--- src/rtl/rf_arb_pkg.sv ---
// Shared definitions for the register-file write arbiter: widths, requester
// count, grant encoding and a one-hot helper for register addresses.
// Optional scoreboard feature: RF_ARB_SCOREBOARD_EN.
package rf_arb_pkg;

    localparam int REG_ADDR_W = 5;
    localparam int DATA_W     = 32;
    localparam int NUM_REQ    = 2;
    localparam int NUM_REGS   = 1 << REG_ADDR_W;

    typedef enum logic [1:0] {
        GNT_NONE = 2'd0,
        GNT_0    = 2'd1,
        GNT_1    = 2'd2
    } gnt_e;

    // One-hot vector with the bit for register address a set.
    function automatic logic [NUM_REGS-1:0] reg_onehot(input logic [REG_ADDR_W-1:0] a);
        logic [NUM_REGS-1:0] v;
        v    = '0;
        v[a] = 1'b1;
        return v;
    endfunction

endpackage

--- src/rtl/rf_arb_slot.sv ---
// One-entry holding slot for a single write requester. Ready is simply
// "empty" (never a function of valid), so a slot drained at an edge can take
// a new write no earlier than the following edge.
module rf_arb_slot
    import rf_arb_pkg::*;
(
    input  logic                  clk,
    input  logic                  reset,
    input  logic                  valid_i,
    input  logic [REG_ADDR_W-1:0] reg_i,
    input  logic [DATA_W-1:0]     data_i,
    input  logic                  clear_i,
    output logic                  ready_o,
    output logic                  full_o,
    output logic [REG_ADDR_W-1:0] reg_o,
    output logic [DATA_W-1:0]     data_o
);

    logic                  full_q, full_d;
    logic [REG_ADDR_W-1:0] reg_q, reg_d;
    logic [DATA_W-1:0]     data_q, data_d;

    // Held low while reset is asserted so nothing is accepted during reset.
    assign ready_o = ~full_q & ~reset;
    assign full_o  = full_q;
    assign reg_o   = reg_q;
    assign data_o  = data_q;

    // Next-state: drain on grant, otherwise capture an accepted write.
    always_comb begin
        full_d = full_q;
        reg_d  = reg_q;
        data_d = data_q;
        if (clear_i) begin
            full_d = 1'b0;
        end else if (valid_i && ready_o) begin
            full_d = 1'b1;
            reg_d  = reg_i;
            data_d = data_i;
        end
    end

    // Slot state register.
    always_ff @(posedge clk or posedge reset) begin
        if (reset) begin
            full_q <= 1'b0;
            reg_q  <= '0;
            data_q <= '0;
        end else begin
            full_q <= full_d;
            reg_q  <= reg_d;
            data_q <= data_d;
        end
    end

endmodule

--- src/rtl/rf_write_arbiter.sv ---
// Two-requester register-file write arbiter. Each requester owns a one-entry
// slot; one full slot is granted per cycle (round-robin or fixed priority)
// and drives a registered write strobe. Writes to register 0 are drained
// silently. Define RF_ARB_SCOREBOARD_EN to add the pending-register
// scoreboard and read-hazard outputs.
module rf_write_arbiter
    import rf_arb_pkg::*;
#(
    parameter bit PRIO_FIXED = 1'b0
) (
    input  logic                  clk,
    input  logic                  reset,
    input  logic                  req0_valid,
    input  logic                  req1_valid,
    output logic                  req0_ready,
    output logic                  req1_ready,
    input  logic [REG_ADDR_W-1:0] req0_reg,
    input  logic [REG_ADDR_W-1:0] req1_reg,
    input  logic [DATA_W-1:0]     req0_data,
    input  logic [DATA_W-1:0]     req1_data,
    output logic                  RegWrite,
    output logic [REG_ADDR_W-1:0] writeReg,
    output logic [DATA_W-1:0]     writeData
`ifdef RF_ARB_SCOREBOARD_EN
    ,
    input  logic [REG_ADDR_W-1:0] readRegA,
    input  logic [REG_ADDR_W-1:0] readRegB,
    output logic                  hazardA,
    output logic                  hazardB,
    output logic [NUM_REGS-1:0]   pending
`endif
);

    logic [NUM_REQ-1:0]    valid_w, ready_w, full_w, clear_w;
    logic [REG_ADDR_W-1:0] reg_in_w  [NUM_REQ];
    logic [DATA_W-1:0]     data_in_w [NUM_REQ];
    logic [REG_ADDR_W-1:0] reg_w     [NUM_REQ];
    logic [DATA_W-1:0]     data_w    [NUM_REQ];

    assign valid_w      = {req1_valid, req0_valid};
    assign reg_in_w[0]  = req0_reg;
    assign reg_in_w[1]  = req1_reg;
    assign data_in_w[0] = req0_data;
    assign data_in_w[1] = req1_data;
    assign req0_ready   = ready_w[0];
    assign req1_ready   = ready_w[1];

    genvar gi;
    generate
        for (gi = 0; gi < NUM_REQ; gi++) begin : g_slot
            rf_arb_slot u_slot (
                .clk     (clk),
                .reset   (reset),
                .valid_i (valid_w[gi]),
                .reg_i   (reg_in_w[gi]),
                .data_i  (data_in_w[gi]),
                .clear_i (clear_w[gi]),
                .ready_o (ready_w[gi]),
                .full_o  (full_w[gi]),
                .reg_o   (reg_w[gi]),
                .data_o  (data_w[gi])
            );
        end
    endgenerate

    // last_grant_q = 1 means requester 1 was granted most recently.
    logic                  last_grant_q, last_grant_d;
    logic                  reg_write_q, reg_write_d;
    logic [REG_ADDR_W-1:0] write_reg_q, write_reg_d;
    logic [DATA_W-1:0]     write_data_q, write_data_d;
    gnt_e                  gnt;
    logic [REG_ADDR_W-1:0] sel_reg;
    logic [DATA_W-1:0]     sel_data;

    // Grant selection: contention resolved by priority mode, else the lone full slot.
    always_comb begin
        gnt = GNT_NONE;
        if (full_w[0] && full_w[1]) begin
            gnt = (PRIO_FIXED || last_grant_q) ? GNT_0 : GNT_1;
        end else if (full_w[0]) begin
            gnt = GNT_0;
        end else if (full_w[1]) begin
            gnt = GNT_1;
        end
    end

    assign clear_w  = {gnt == GNT_1, gnt == GNT_0};
    assign sel_reg  = (gnt == GNT_1) ? reg_w[1]  : reg_w[0];
    assign sel_data = (gnt == GNT_1) ? data_w[1] : data_w[0];

    // Output next-state: strobe only for granted non-zero destinations; hold otherwise.
    always_comb begin
        reg_write_d  = 1'b0;
        write_reg_d  = write_reg_q;
        write_data_d = write_data_q;
        last_grant_d = last_grant_q;
        if (gnt != GNT_NONE) begin
            last_grant_d = (gnt == GNT_1);
            if (sel_reg != '0) begin
                reg_write_d  = 1'b1;
                write_reg_d  = sel_reg;
                write_data_d = sel_data;
            end
        end
    end

    // Output and arbitration-history registers.
    always_ff @(posedge clk or posedge reset) begin
        if (reset) begin
            reg_write_q  <= 1'b0;
            write_reg_q  <= '0;
            write_data_q <= '0;
            last_grant_q <= 1'b1;
        end else begin
            reg_write_q  <= reg_write_d;
            write_reg_q  <= write_reg_d;
            write_data_q <= write_data_d;
            last_grant_q <= last_grant_d;
        end
    end

    assign RegWrite  = reg_write_q;
    assign writeReg  = write_reg_q;
    assign writeData = write_data_q;

`ifdef RF_ARB_SCOREBOARD_EN
    logic [NUM_REGS-1:0] pending_w;

    // Registers with a write still buffered or currently being strobed; $zero never pending.
    always_comb begin
        pending_w = '0;
        for (int i = 0; i < NUM_REQ; i++) begin
            if (full_w[i]) begin
                pending_w = pending_w | reg_onehot(reg_w[i]);
            end
        end
        if (reg_write_q) begin
            pending_w = pending_w | reg_onehot(write_reg_q);
        end
        pending_w[0] = 1'b0;
    end

    assign pending = pending_w;
    assign hazardA = pending_w[readRegA];
    assign hazardB = pending_w[readRegB];
`endif

endmodule
--- config.mk ---
export PLATFORM = sky130hd
export DESIGN_NAME = rf_write_arbiter
export DESIGN_NICKNAME = d
export VERILOG_FILES = /design/src/rtl/rf_arb_pkg.sv /design/src/rtl/rf_arb_slot.sv /design/src/rtl/rf_write_arbiter.sv
export SDC_FILE = /design/constraint.sdc
export NUM_CORES = 1
export LEC_CHECK = 0
export ABC_AREA = 1
export CORE_UTILIZATION = 50
export DETAILED_ROUTE_END_ITERATION = 10
export GPL_TIMING_DRIVEN = 1
export PLACE_DENSITY = 0.78
export SYNTH_ARGS = -nofsm -noshare
export SYNTH_HDL_FRONTEND = slang
export SYNTH_SLANG_ARGS = --single-unit
--- constraint.sdc ---
create_clock -name clk -period 4 [get_ports clk]
set_input_delay 0.4 -clock clk [delete_from_list [all_inputs] [get_ports clk]]
set_output_delay 0.4 -clock clk [all_outputs]
set_load 0.005 [all_outputs]
==> results.md, run 1 <==
- Critical path data arrival time: approximately 3.2 ns
- Final period util: 0.6968
- Hold Path Class: flip-flop to flip-flop
- Max IR drop VDD: between 0.3 and 0.4 mV
- Hold buffers post-CTS: 0
- Area of the multi-input gates: about 1700 um2
- Final Hold Vio Count: 0
- Root Buffer: clkbuf_8
- Area of the mapped netlist: around 4900 um2
- Fill count: 682
- CTS tree: done
- DRT Pass-1 Iters: 6
- Leading area contributor after synthesis: dfrtp_1
- Clk_skew: about 0.0078 ns
- Clock sinks: between 100 and 150
- Total core area: approximately 9400 um2
- Largest net degree at the start of global routing: 77
- Synth Flop Type: dfrtp_1
- Clock insertion delay at the later pin of the skew report: about 0.51 ns
- Slew @ Worst Pin: about 1.2 ns
- Post-DR wirelength/cell: 15.00 um
- Minimum clock period: around 2.8 ns
- Synth area leaders: dfrtp_1, nand2_1, mux2_2
- Syn Inst Count: between 500 and 600
- # nets final: between 700 and 800
- Leakage: roughly 3.3 nW
- FF+latch area: around 2900 um2
- Commonest cells in the netlist: dfrtp_1, nand2_1, inv_1
- Drt drc: 0
- Number of DRC markers in iteration 0: around 150
- Count of pins over their slew limit: 0
- Design Area, Final: roughly 6800 um2
- MaxCap Viol Count: 0
- H-tree Lvls: 4
- Power Dens Cells: approximately 600 nW/um2
- Total power: between 4 and 5 mW
- Initial Util: 0.5230
- Post-CTS setup buffer count: 0
- Gr ovfl total: 0
- Yosys cell types: 20
- FF+latch count, synth: around 120
- Initial antenna violation count: 0
- YS warnings: 0
- Total I/O pin count: 118
- IO buf count: about 120
- Gpl congestion: ~0.75
- Worst-path maximum fanout: 73
- Hpwl dp: 7283 um
- Die W: just over 100 um
- Count of final setup violators: 0
- CTS resizes: 0
- Slew headroom: 0.1955
- Worst-path clk slew: approximately 0.050 ns
- Net Count, Synth: 600
- Bufs on Longest Clock Path: 2
- First-pass GRT wire length: between 15000 and 20000 um
- ANT nets after route: 0
- DR vias/cell: ~5
- Share of the synthesized area in the top cell type: 0.5821
- Count leader, synth: dfrtp_1
- Crit start category: flip-flop
- Synth-to-Final Area Change: 38.29%
- Global Route Usage Sum: 0.2469
- Share of cells above drive strength 1: 0.1340
- Met3 WL post-DR: around 440 um
- Required time of the critical path: 4.43 ns
- EDFF count, synth: 0
- CP Capture Type: flip-flop
- WL met1: approximately 4800 um
- Final setup TNS: 0 ns
- Setup repair after global routing missed its margin: false
- DR vias: 3940
- Avg Cell Area, Syn: roughly 9.4 um2
- CTS buffer count: 17
- F_max: roughly 0.36 GHz
- Top Metal Used: met4
- Met2 routed WL: between 6000 and 7000 um
- Die span in y: between 100 and 150 um
- Ys async rst share: 1.000
- Worst Setup Path Type: flip-flop to flip-flop
- Vias in the first global route: between 4k and 5k
- Row cnt: 35
- Status: finished clean
- Dpl cell area: 6097 um2
- Total wire length: approximately 12000 um
- Die ar.: 10200 um2
- # diodes: 0
- Register area share after synthesis: 0.5874
[registers in the layout, summed over array words and instances (netlist names)]
signal and cells:
RegWrite 1, writeData 32, g_slot.u_slot.data_o 64, g_slot.u_slot.full_o 2, last_grant_q 1, g_slot.u_slot.reg_o 10
writeReg 5
[routing by layer]
metal  global-route usage  vias up
met1               0.3008     1936
li1                     -     1877
met4              0.09253        0
met5                    0        -
met3              0.05340       11
met2               0.4310      116
[path summary, 6_finish.rpt]
kind	from	slack (ns)	cells after the start	end
min in group asynchronous	reset	0.52	2	g_slot[0].u_slot.data_o[26]$_DFFE_PP0P_
max in group asynchronous	reset	2.62	3	last_grant_q$_DFFE_PP1P_
setup reg to reg	last_grant_q$_DFFE_PP1P_	1.21	8	writeData[22]$_DFFE_PP0P_
hold reg to reg	writeReg[2]$_DFFE_PP0P_	0.47	2	writeReg[2]$_DFFE_PP0P_
hold / removal	writeReg[2]$_DFFE_PP0P_	0.47	2	writeReg[2]$_DFFE_PP0P_
setup / recovery	last_grant_q$_DFFE_PP1P_	1.21	8	writeData[22]$_DFFE_PP0P_
[worst max-delay path, cell delays in order (launching register included)]
cell and delay (ns):
dfstp_2 0.55, nand2_2 0.11, nand2_4 0.52, nand2_1 0.09, o21ai_0 0.12, nand2_1 0.15
o21bai_4 0.84, nand2_1 0.21, nand2_1 0.13
[report_power, final]
group / switching, mW / total, mW / leakage [nW] / internal (mW)
Combinational: 0.359 / 0.793 / 1.62 / 0.434
Clock: 0.499 / 1.71 / 0.333 / 1.21
Sequential: 0.142 / 1.55 / 1.34 / 1.41
[logic make-up (layout without fill, tap and decap cells)]
kind of cell | Yosys count | count (layout) | share of synthesized area
buffers and inverters | 81 | 201 | 0.07378
DFF | 115 | 115 | 0.5874
and+or+nand+nor | 216 | 216 | 0.1843
AOI/OAI and AO/OA | 78 | 78 | 0.08093
muxes | 32 | 32 | 0.07353
[through the flow]
step / util / setup slack [ns] / hold WS (ns) / instances
2_1_floorplan: - / 0.5576 / 0.4644 / 522
3_3_place_gp: 0.6506 / 1.520 / 0.4586 / 740
3_5_place_dp: 0.6506 / 1.341 / 0.4576 / 740
4_1_cts: 0.7232 / 1.221 / 0.4608 / 771
5_1_grt: 0.7232 / 0.9482 / 0.4560 / 771
6_report: 0.7232 / 1.213 / 0.4707 / 771
[area by class of cell]
type / count / share of cell area
Clock buffer: 22 / 0.07126
Clock inverter: 9 / 0.02917
Inverter: 50 / 0.02806
Multi-Input combinational cell: 326 / 0.2468
Sequential cell: 115 / 0.4248
Tap cell: 129 / 0.02381
Timing Repair Buffer: 120 / 0.1761
[cells in the final DEF, fill, tap and decap left out, types with 16 or more instances in the layout]
master	synthesis	layout
nor2_1	47	47
o21ai_0	34	34
clkdlybuf4s50_1	0	117
inv_1	49	48
nand2_1	113	111
a21oi_1	42	42
dfrtp_1	114	114
mux2_2	32	32
nand3_1	42	42
clkbuf_16	0	16
Note: power is estimated with default switching activity, not from simulation.
==> run 2: changes to the inputs <==
- CORE_UTILIZATION: 50 -> 45
- PLACE_DENSITY: 0.78 -> 0.74
- clock period: 4 -> 2.35 ns (I/O delays scaled with it)
==> run 2 against run 1 <==
Effect of this change: global-route usage shrank 4.2 points; combinational power is 70% higher; core utilization down 7.6 points; sequential power rose by 69%; maximum frequency up 34%; critical path type unchanged; critical endpoint is now writeData[16]$_DFFE_PP0P_; largest cell class unchanged; highest routed layer unchanged.
==> results.md, run 2 (same netlist as run 1, synthesis figures left out) <==
- Status: finished clean
- Initial antenna violation count: 0
- Share of cells above drive strength 1: 0.1406
- Die ar.: around 11000 um2
- Layer with the highest usage: met2
- Clock sinks: between 100 and 150
- CTS buffer count: 17
- Final period util: 0.8854
- Int Pwr: 4.703 mW
- Gpl congestion: about 0.78
- Crit start category: flip-flop
- Clock power share: 0.383
- Max IR drop VDD: ~0.45 mV
- First-pass GRT wire length: between 15000 and 20000 um
- Count of final setup violators: 0
- Row cnt: 37
- Root Buffer: clkbuf_8
- Global Route Usage Sum: 0.2045
- CTS tree: done
- # nets final: between 700 and 800
- Required time of the critical path: approximately 2.7 ns
- Clock insertion delay at the later pin of the skew report: between 0.4 and 0.5 ns
- Synth-to-Final Area Change: 38.24%
- Crit-path most repeated cell: nand2_1
- Drt drc: 0
- ANT nets after route: 0
- Slowest stage delay, CP: approximately 0.55 ns
- Die span in y: 106.4 um
- Worst-path maximum fanout: 37
- Slew @ Worst Pin: between 1 and 1.5 ns
- Final Hold Vio Count: 0
- H-tree Lvls: 4
- Count of pins over their slew limit: 0
- Bufs on Longest Clock Path: 2
- Clk_skew: 0.009465 ns
- Leading cell type in the layout, fill and taps excluded: clkdlybuf4s50_1
- F_max: roughly 0.48 GHz
- CP top delay family: simple AND/OR/NAND/NOR gates
- # placed instances: approximately 750
- Met2 Use GR: 0.3697
- Worst Setup Path Type: flip-flop to flip-flop
- CP Capture Type: flip-flop
- Final setup TNS: 0 ns
- Vias in the first global route: slightly below 4k
- Leakage: around 3.3 nW
- Final cell count without fillers: a little under 800
- DR vias: 3845
- Reg power frac: 0.407
- IO buf count: between 100 and 150
- Setup repair after global routing missed its margin: false
- Hold Path Class: primary input to async pin
- Gr ovfl total: 0
- Total I/O pin count: between 100 and 150
- Initial Util: 0.4684
- M1 GR Usage: 0.2427
- CP Cell Sequence: nand2_2, nand2_4, nand2_1, nand2_1, inv_1, nor2_1, nand2_4, nand3_1, nand2_1
- Die W: 106.4 um
- MaxCap Viol Count: 0
- Worst-path clk slew: around 0.06 ns
- Hold buffers post-CTS: 0
- Power Dens Cells: between 900 and 1000 nW/um2
- Post-DR wirelength/cell: approximately 14 um
- Critical path buffer and inverter count: 1
- Largest register FFs: 64
- Max stage delay cell, worst path: dfstp_2
- Psw: 1.724 mW
- Critical path data arrival time: 2.45 ns
- # diodes: 0
- Comb pwr share: 0.210
- Total core area: roughly 10000 um2
- Total wire length: roughly 11000 um
- Number of DRC markers in iteration 0: ~130
- Minimum clock period: 2.081 ns
- Most frequent cells in the layout: clkdlybuf4s50_1, dfrtp_1, nand2_1, inv_1, nor2_1
- Net Sw Frac: 0.2682
- Slew headroom: 0.1615
- Hpwl dp: ~7000 um
- GR Util met3: 0.04169
- DRT Pass-1 Iters: 4
- Largest net degree at the start of global routing: between 70 and 80
- DR vias/cell: 4.911
run 2: stage by stage:
stage                     total power [mW]  hold WS (ns)  worst slack, ns  utilization  instance area [um2]
after floorplan                      3.300        0.3856           0.7164            -                 4905
after global placement               3.949        0.4542           0.2921       0.5914                 6187
after detailed placement             4.008        0.4615           0.1659       0.5914                 6187
after CTS                            6.496        0.1374           0.1075       0.6471                 6770
after global routing                 6.796        0.1587           0.1189       0.6476                 6775
final                                6.427        0.1411           0.2692       0.6476                 6775
run 2: worst paths after layout:
path	startpoint	slack, ns	cells past startpoint	endpoint
hold reg to reg	writeReg[0]$_DFFE_PP0P_	0.47	2	writeReg[0]$_DFFE_PP0P_
hold / removal	reset	0.14	2	g_slot[1].u_slot.reg_o[0]$_DFFE_PP0P_
max in group asynchronous	reset	1.58	3	last_grant_q$_DFFE_PP1P_
setup / recovery	last_grant_q$_DFFE_PP1P_	0.27	9	writeData[16]$_DFFE_PP0P_
setup reg to reg	last_grant_q$_DFFE_PP1P_	0.27	9	writeData[16]$_DFFE_PP0P_
min in group clk	req1_data[6]	0.32	3	g_slot[1].u_slot.data_o[6]$_DFFE_PP0P_
run 2: area by class of cell:
type | count | area, um2
clock buffer | 18 | 427.9
clock inverter | 14 | 155.1
fill | 894 | 3687
inverter | 50 | 191.4
multi-input combinational | 326 | 1678
sequential | 115 | 2879
tap | 136 | 170.2
timing repair buffer | 124 | 1274
run 2: per-layer routing:
| layer | wire length (um) | part of all wire |
|---|---|---|
| met1 | 4591 | 0.42 |
| met2 | 5752 | 0.53 |
| met3 | 423 | 0.039 |
| met4 | 70 | 0.0065 |
| met5 | 0 | 0 |
run 2: power groups by stage:
stage	clock [mW]	combinational (mW)	sequential, mW
after CTS	2.51	1.37	2.62
after global placement	0	1.32	2.63
after global routing	2.62	1.52	2.66
after detailed placement	0	1.36	2.65
after floorplan	0	0.683	2.62
final	2.46	1.35	2.62
run 2: what timing repair did:
action / 4_1_cts / 5_1_grt
setup buffers: 0 / 0
resized for setup: 0 / 1
endpoints found under the hold margin: 0 / 0
endpoints found under the setup margin: 0 / 9
==> variant (config.mk and constraints of run 2) <==
Take the reset off `data_q` and load it in a clocked block of its own.
--- a/src/rtl/rf_arb_slot.sv
+++ b/src/rtl/rf_arb_slot.sv
@@ -47,3 +47,2 @@
             reg_q  <= '0;
-            data_q <= '0;
         end else begin
@@ -51,4 +50,7 @@
             reg_q  <= reg_d;
-            data_q <= data_d;
         end
+    end
+
+    always_ff @(posedge clk) begin
+        data_q <= data_d;
     end
Check against the original RTL: same outputs for any inputs over 10 cycles, from zero or initial values and one cycle with reset high; that may be too few to reach the edited logic, so the function may still have changed.
==> variant against run 2 <==
Synthesized area is 8.0% lower. Worst setup slack better by 0.012 ns. Critical endpoint is now req1_ready. Final area is 5.4% lower. Power is 5.4% lower. Largest cell class unchanged. Sequential share of layout area is 7.4 points higher. Sequential cell count stayed put. Via count is 13% lower. Routed wire length is 9.5% lower. Largest power group unchanged.
==> variant: results (changes against run 2) <==
status -> completed
met3 WL -> 548 um (+30%)
Slowest Stage Delay on Critical Path -> 0.52 ns (-0.03 ns)
first-pass GRT wire length -> 15,700 um (-13%)
Non-clock buffers -> 130 (+4.8%)
worst skew pair latency -> 0.51 ns (+0.02 ns)
fraction of area in multi-input gates -> 17.4% (-7.3 points)
worst vdd ir -> 0.558 mV (+25%)
worst slack, placed -> 0.346 ns (+0.180 ns)
met1 wire length -> 3930 um (-14%)
Final Power -> 6.08 mW (-5.4%)
clock network area share -> 8.57% (-0.035 points)
Synth Instances -> 421 (-19%)
placed cell count -> 660 (-12%)
Seq cells -> 115 (unchanged)
Sequential Power Share -> 42.8% (+2.1 points)
post-synth cell types -> 18 (-10%)
number of synthesized flops with an enable pin -> 64 (+64)
fillers -> 772 (-14%)
Crit path max-delay family -> buffers and inverters
Post-synth top flop -> edfxtp_1
Layout Cells excl Fill -> 692 (-12%)
count of multi-input gates -> 260 (-20%)
share of cells above drive strength 1 -> 9.30% (-4.8 points)
Iter 0 DRT Violations -> 123 (-7.5%)
clk pwr -> 2.33 mW (-5%)
Placement Cell Area -> 5860 sq um (-5.3%)
Worst Path Max Fanout -> 20 (-46%)
buffering overhead -> 20.2% (+1.4 points)
leakage power -> 2.80 nW (-14%)
met2 wire len -> 5240 um (-9.0%)
sequential cell area fraction in the yosys report -> 71.0% (+12 points)
Async SR Flop Fraction -> 44.3% (-56 points)
WL/cell -> 14.2 um (+2.4%)
met3 Use GR -> 6.50% (+2.3 points)
pin count of the biggest net entering global routing -> 39 (-49%)
register share of the cell area -> 49.9% (+7.4 points)
FF/Latch Area -> 3200 sq um (+11%)
skew final -> 0.00974 ns (+0.000278 ns)
top post-synthesis cells by area -> edfxtp_1 43%, dfrtp_1 28%, nand2_1 14%
Vias/cell -> 4.84 (-1.4%)
GR Util met2 -> 36.3% (-0.62 points)
==> variant: changes by cell type after synthesis, sizes merged <==
cell    delta
edfxtp    +64
nor2      -43
o21ai     -22
mux2      -32
nand2     +41
buf        -9
a21oi     -42
nand3     +31
inv       -28
or2        +1
dfrtp     -64
clkbuf     +2
==> variant: kinds of logic after synthesis <==
group                  count (synthesis)  share of synthesized area (%)
buffers and inverters                 46                           4.58
flip-flops                           115                           71.0
AND/OR/NAND/NOR                      246                           22.7
AO/OA/AOI/OAI                         14                           1.78
==> variant: final timing paths <==
check	startpoint	to	slack (ns)	cells after the start
min in group clk	req1_data[19]	g_slot[1].u_slot.data_o[19]	0.27	1
worst min register to register	writeData[9]	writeData[9]	0.47	2
worst max register to register	last_grant_q	writeData[23]	0.33	9
worst min-delay path	reset	writeData[4]	0.16	2
max in group asynchronous	reset	last_grant_q	1.56	3
worst max-delay path	g_slot[1].u_slot.full_o	req1_ready	0.28	3
